**src/rtl/sha256_compress_iter.sv**
```systemverilog
// Iterative SHA-256 compression engine: one 512-bit block, 64 rounds at UNROLL
// rounds per clock, digest returned under a valid/ready handshake.
module sha256_compress_iter #(
    parameter int UNROLL = 1
) (
    input  logic         clk,
    input  logic         rst,
    input  logic         in_valid,
    output logic         in_ready,
    input  logic [511:0] in_block,
    input  logic         in_first,
    output logic         out_valid,
    input  logic         out_ready,
    output logic [255:0] out_digest,
    output logic         busy
);

    generate
        if (!(UNROLL == 1 || UNROLL == 2 || UNROLL == 4 || UNROLL == 8)) begin : g_bad_unroll
            $fatal(1, "sha256_compress_iter: UNROLL must be 1, 2, 4 or 8");
        end
    endgenerate

    typedef enum logic [1:0] {IDLE, ROUND, FINAL, DONE} state_t;

    localparam logic [31:0] IV [8] = '{
        32'h6a09e667, 32'hbb67ae85, 32'h3c6ef372, 32'ha54ff53a,
        32'h510e527f, 32'h9b05688c, 32'h1f83d9ab, 32'h5be0cd19};

    localparam logic [31:0] K [64] = '{
        32'h428a2f98, 32'h71374491, 32'hb5c0fbcf, 32'he9b5dba5, 32'h3956c25b, 32'h59f111f1, 32'h923f82a4, 32'hab1c5ed5,
        32'hd807aa98, 32'h12835b01, 32'h243185be, 32'h550c7dc3, 32'h72be5d74, 32'h80deb1fe, 32'h9bdc06a7, 32'hc19bf174,
        32'he49b69c1, 32'hefbe4786, 32'h0fc19dc6, 32'h240ca1cc, 32'h2de92c6f, 32'h4a7484aa, 32'h5cb0a9dc, 32'h76f988da,
        32'h983e5152, 32'ha831c66d, 32'hb00327c8, 32'hbf597fc7, 32'hc6e00bf3, 32'hd5a79147, 32'h06ca6351, 32'h14292967,
        32'h27b70a85, 32'h2e1b2138, 32'h4d2c6dfc, 32'h53380d13, 32'h650a7354, 32'h766a0abb, 32'h81c2c92e, 32'h92722c85,
        32'ha2bfe8a1, 32'ha81a664b, 32'hc24b8b70, 32'hc76c51a3, 32'hd192e819, 32'hd6990624, 32'hf40e3585, 32'h106aa070,
        32'h19a4c116, 32'h1e376c08, 32'h2748774c, 32'h34b0bcb5, 32'h391c0cb3, 32'h4ed8aa4a, 32'h5b9cca4f, 32'h682e6ff3,
        32'h748f82ee, 32'h78a5636f, 32'h84c87814, 32'h8cc70208, 32'h90befffa, 32'ha4506ceb, 32'hbef9a3f7, 32'hc67178f2};

    localparam logic [5:0] LAST_CNT = 6'(64 - UNROLL);
    localparam logic [5:0] STEP     = 6'(UNROLL);

    function automatic logic [31:0] rotr(input logic [31:0] x, input int unsigned n);
        return (x >> n) | (x << (32 - n));
    endfunction

    function automatic logic [31:0] big_s0(input logic [31:0] x);
        return rotr(x, 2) ^ rotr(x, 13) ^ rotr(x, 22);
    endfunction

    function automatic logic [31:0] big_s1(input logic [31:0] x);
        return rotr(x, 6) ^ rotr(x, 11) ^ rotr(x, 25);
    endfunction

    function automatic logic [31:0] small_s0(input logic [31:0] x);
        return rotr(x, 7) ^ rotr(x, 18) ^ (x >> 3);
    endfunction

    function automatic logic [31:0] small_s1(input logic [31:0] x);
        return rotr(x, 17) ^ rotr(x, 19) ^ (x >> 10);
    endfunction

    function automatic logic [31:0] ch(input logic [31:0] e, input logic [31:0] f, input logic [31:0] g);
        return (e & f) ^ (~e & g);
    endfunction

    function automatic logic [31:0] maj(input logic [31:0] a, input logic [31:0] b, input logic [31:0] c);
        return (a & b) ^ (a & c) ^ (b & c);
    endfunction

    state_t      state, state_next;
    logic [5:0]  cnt;
    logic [31:0] h_reg [8];
    logic [31:0] wv    [8];   // working variables, index 0 = a .. 7 = h
    logic [31:0] win   [16];  // schedule window, win[0] = W[cnt]
    logic [31:0] base  [8];
    logic [31:0] va    [8];
    logic [31:0] ww    [16];
    logic [31:0] t1, t2, w_new;

    always_ff @(posedge clk) begin
        if (rst) state <= IDLE;
        else     state <= state_next;
    end

    always_comb begin
        state_next = state;
        case (state)
            IDLE:    if (in_valid) state_next = ROUND;
            ROUND:   if (cnt == LAST_CNT) state_next = FINAL;
            FINAL:   state_next = DONE;
            DONE:    if (out_ready) state_next = IDLE;
            default: state_next = IDLE;
        endcase
    end

    assign in_ready  = (state == IDLE);
    assign out_valid = (state == DONE);
    assign busy      = (state != IDLE);
    assign out_digest = {h_reg[0], h_reg[1], h_reg[2], h_reg[3],
                         h_reg[4], h_reg[5], h_reg[6], h_reg[7]};

    always_comb begin
        for (int i = 0; i < 8; i++) base[i] = in_first ? IV[i] : h_reg[i];
    end

    // UNROLL rounds chained combinationally; the window grows one word per round
    always_comb begin
        va    = wv;
        ww    = win;
        t1    = '0;
        t2    = '0;
        w_new = '0;
        for (int i = 0; i < UNROLL; i++) begin
            t1    = va[7] + big_s1(va[4]) + ch(va[4], va[5], va[6]) + K[cnt + 6'(i)] + ww[0];
            t2    = big_s0(va[0]) + maj(va[0], va[1], va[2]);
            w_new = small_s1(ww[14]) + ww[9] + small_s0(ww[1]) + ww[0];
            for (int j = 7; j > 0; j--) va[j] = va[j-1];
            va[4] = va[4] + t1;
            va[0] = t1 + t2;
            for (int j = 0; j < 15; j++) ww[j] = ww[j+1];
            ww[15] = w_new;
        end
    end

    always_ff @(posedge clk) begin
        if (rst) begin
            cnt <= '0;
            for (int i = 0; i < 8; i++) begin
                h_reg[i] <= IV[i];
                wv[i]    <= IV[i];
            end
            for (int j = 0; j < 16; j++) win[j] <= '0;
        end else begin
            case (state)
                IDLE: begin
                    if (in_valid) begin
                        cnt <= '0;
                        for (int i = 0; i < 8; i++) begin
                            h_reg[i] <= base[i];
                            wv[i]    <= base[i];
                        end
                        for (int j = 0; j < 16; j++) win[j] <= in_block[511 - 32*j -: 32];
                    end
                end
                ROUND: begin
                    cnt <= cnt + STEP;
                    wv  <= va;
                    win <= ww;
                end
                FINAL: begin
                    for (int i = 0; i < 8; i++) h_reg[i] <= h_reg[i] + wv[i];
                end
                default: ;
            endcase
        end
    end

endmodule

```
**config.mk**
```make
export PLATFORM = sky130hd
export DESIGN_NAME = sha256_compress_iter
export DESIGN_NICKNAME = d
export VERILOG_FILES = /design/src/rtl/sha256_compress_iter.sv
export SDC_FILE = /design/constraint.sdc
export NUM_CORES = 2
export LEC_CHECK = 0
export CAP_MARGIN = 40
export CORE_ASPECT_RATIO = 2
export CORE_MARGIN = 8
export CORE_UTILIZATION = 55
export DETAILED_ROUTE_END_ITERATION = 8
export PLACE_DENSITY = 0.84
export SLEW_MARGIN = 20
export SYNTH_ARGS = -nofsm -noshare
export SYNTH_HDL_FRONTEND = slang
export SYNTH_SLANG_ARGS = --single-unit
```
**constraint.sdc**
```tcl
create_clock -name clk -period 10.5 [get_ports clk]
set_clock_uncertainty 0.15 [all_clocks]
set_input_delay 1.05 -clock clk [delete_from_list [all_inputs] [get_ports clk]]
set_output_delay 1.05 -clock clk [all_outputs]
set_load 0.02 [all_outputs]
```
==> flow_summary.yaml <==
run_status:
  status: "complete, no violations"
worst_setup_path:
  r2r_slack_ns: 1.93
  cp_top_family: "compound AO/OA/AOI/OAI gates"
  cp_num_buf_inv: 8
  critPathLaunchType: "flip-flop"
  path_max_fanout: 11
  path_common_cell: "buf_4"
  crit_path_max_incr_delay_ns: 0.58
  endpoint_kind: "flip-flop"
  cp_slowest_cell: "o311ai_0"
  worstSetupPathType: "reg2reg"
  arrival_ns: 9.06
  required_ns: 10.99
die:
  die_area_mm2: 0.1455
  initial_utilization_pct: 55.29
  core_area_mm2: 0.1322
  num_rows: 189
  die_x_um: 273.8
  die_h_um: 531.5
  ios: 776
sta:
  fin_crit_ns: 8.568
  fmax_ghz: 0.1167
  rsz0062_at_grt: "no"
  slew_violations: 0
  fin_tns_setup_ns: 0
  setup_violations: 0
  period_share_pct: 81.60
  hold_violations: 0
  worst_pin_slew_ns: 1.144
  maxSlewHeadroom_pct: 23.76
yosys:
  synth_common_cells: "1031 x nor2_1, 776 x dfxtp_1, 655 x a211oi_1, 594 x clkbuf_1, 514 x nand2_1"
  synth_enable_flop_cells: 256
  seq_area_frac_synth_pct: 31.77
  syn_area_mm2: 0.07309
  post_synth_num_cell_types: 84
  synth_mux_area_share_pct: 7.597
  yosys.area_share.simple_pct: 13.23
  async_reset_ff_share_pct: 0
  synth-main-ff-cell: "dfxtp_1"
  synth_most_common_cell: "nor2_1"
  synth_compound_area_share_pct: 22.32
  synth.largest_area_cell: "dfxtp_1"
  syn_area_per_cell_um2: 8.580
  synth-xor-area-share_pct: 7.022
  ys_warn_count: 0
  synth_top_area_share_pct: 21.25
  synth_nets: 9632
  synth_area_leaders: "dfxtp_1 21%, edfxtp_1 11%, mux2i_1 7.0%"
  synth-seq-cells: 1032
  synth_fa_ha_area_share_pct: 12.25
  synth_top_family_by_area: "compound AO/OA/AOI/OAI gates"
  syn_inst: 8519
route:
  wire_per_inst_um: 33.84
  vias: 73050
  dr.pass1.iters: 6
  routed_wl_um: 366700
  drc_errors: 0
  vias_per_cell: 6.741
  drtAntennaViolNets: 0
  dr.first_iter.drc_count: 8396
grt:
  grt_pass1_wl_um: 512700
  grt_use_total_pct: 48.64
  grt_max_degree: 224
  grt_overflow: 0
  grt_pass1_vias: 71350
  antenna_found_initial: 51
clock_tree:
  cts_hold_buf: 0
  cts.repair.resized: 0
  htree_levels: 3
  cts_sinks: 1032
  clkSlewWorstSetupHoldPaths_ns: 0.07
  cts_tree: "built"
  clk-insertion-delay-late_ns: 0.81
  cts_setup_buffers: 0
  cts-root-buf: "clkbuf_16"
  clk_path_buf_depth: 3
  numCtsBuffers: 98
placed_design:
  dp_hpwl_um: 277900
  gp_congestion: 1.131
  placement.io_buffers: 775
finish:
  seqCellArea_mm2: 0.02323
  fillCellCount: 10960
  largest_reg_flops: 512
  final_net_count: 10100
  multi_input_area_mm2: 0.04581
  drive_gt1_share_pct: 5.808
  syn2layout_area_growth_pct: 18.49
hold_path:
  hold_class: "reg2reg"
job:
  maxCapViolCount: 0
==> cell families (layout without fill, tap and decap cells) <==
family	count (synthesis)	after routing
AO/OA/AOI/OAI	2413	2413
AND/OR/NAND/NOR	2214	2214
buffers and inverters	1129	1683
flip-flops	1032	1032
adder cells (fa/ha/maj)	598	598
XOR/XNOR	586	586
multiplexers	547	547
other	0	44
==> final cells by class <==
type                            count  share of cell area [%]
Multi-Input combinational cell   6358                   52.89
Sequential cell                  1032                   26.82
Timing Repair Buffer             1018                   11.64
Clock buffer                      132                   3.214
Tap cell                         1719                   2.483
Inverter                          481                   2.093
Clock inverter                     52                  0.7267
Antenna cell                       44                  0.1271
==> layer usage <==
metal / part of all wire, % / vias to the layer above / track usage [%]
met1: 28 / 34620 / 43.73
met2: 46 / 4902 / 78.62
met3: 9.6 / 1962 / 15.18
li1: - / 31560 / -
met4: 16 / 8 / 58.99
met5: 0.015 / - / 0
==> path summary, 6_finish.rpt <==
check / from / endpoint / cells past startpoint
worst min-delay path: wv[29] / wv[29] / 2
worst min register to register: wv[29] / wv[29] / 2
worst max register to register: cnt[1] / va[222] / 38
worst max-delay path: cnt[1] / va[222] / 38
==> worst register-to-register path, delay by kind of cell (launching register included) <==
kind / cells / cell delay [ns]
AOI/OAI and AO/OA: 16 / 3.46
and+or+nand+nor: 5 / 0.53
buffers and inverters: 8 / 1.13
DFF: 1 / 0.51
adders and majority gates: 7 / 2.39
xor gates and xnor gates: 2 / 0.27
==> layout by cell type (no fill, tap or decap), types with 25 or more instances in the layout <==
cell / n
a211o_1: 55
a211oi_1: 654
a21o_1: 192
a21oi_1: 493
a221oi_1: 34
a31oi_1: 41
and3_1: 53
buf_4: 179
clkbuf_16: 101
clkdlybuf4s50_1: 773
clkinv_2: 25
dfxtp_1: 772
diode_2: 44
edfxtp_1: 256
fa_1: 197
ha_1: 397
inv_1: 474
mux2_2: 32
mux2i_1: 511
nand2_1: 508
nand2b_1: 71
nand3_1: 83
nand4_1: 25
nor2_1: 1027
nor2b_1: 59
nor3_1: 230
nor4_1: 29
o211ai_1: 89
o21a_1: 48
o21ai_0: 366
o21bai_1: 41
o22ai_1: 78
o311ai_0: 90
o31ai_1: 31
or2_2: 27
or3_1: 27
xnor2_1: 335
xor2_1: 250
==> metrics by stage <==
step	instance area (µm²)	hold slack (ns)	util [%]	cells	setup slack [ns]
finish	86610	0.3472	65.52	10840	1.932
CTS	86090	0.3410	65.12	10760	2.022
global placement	82240	0.3228	62.21	10550	1.996
floorplan	73090	0.2986	-	8519	2.725
global route	86560	0.3556	65.48	10820	1.445
detailed placement	82670	0.3317	62.54	10580	2.040
Power is not shown: default switching activity piles up to over one toggle a cycle in this logic, so the estimate is an artifact.
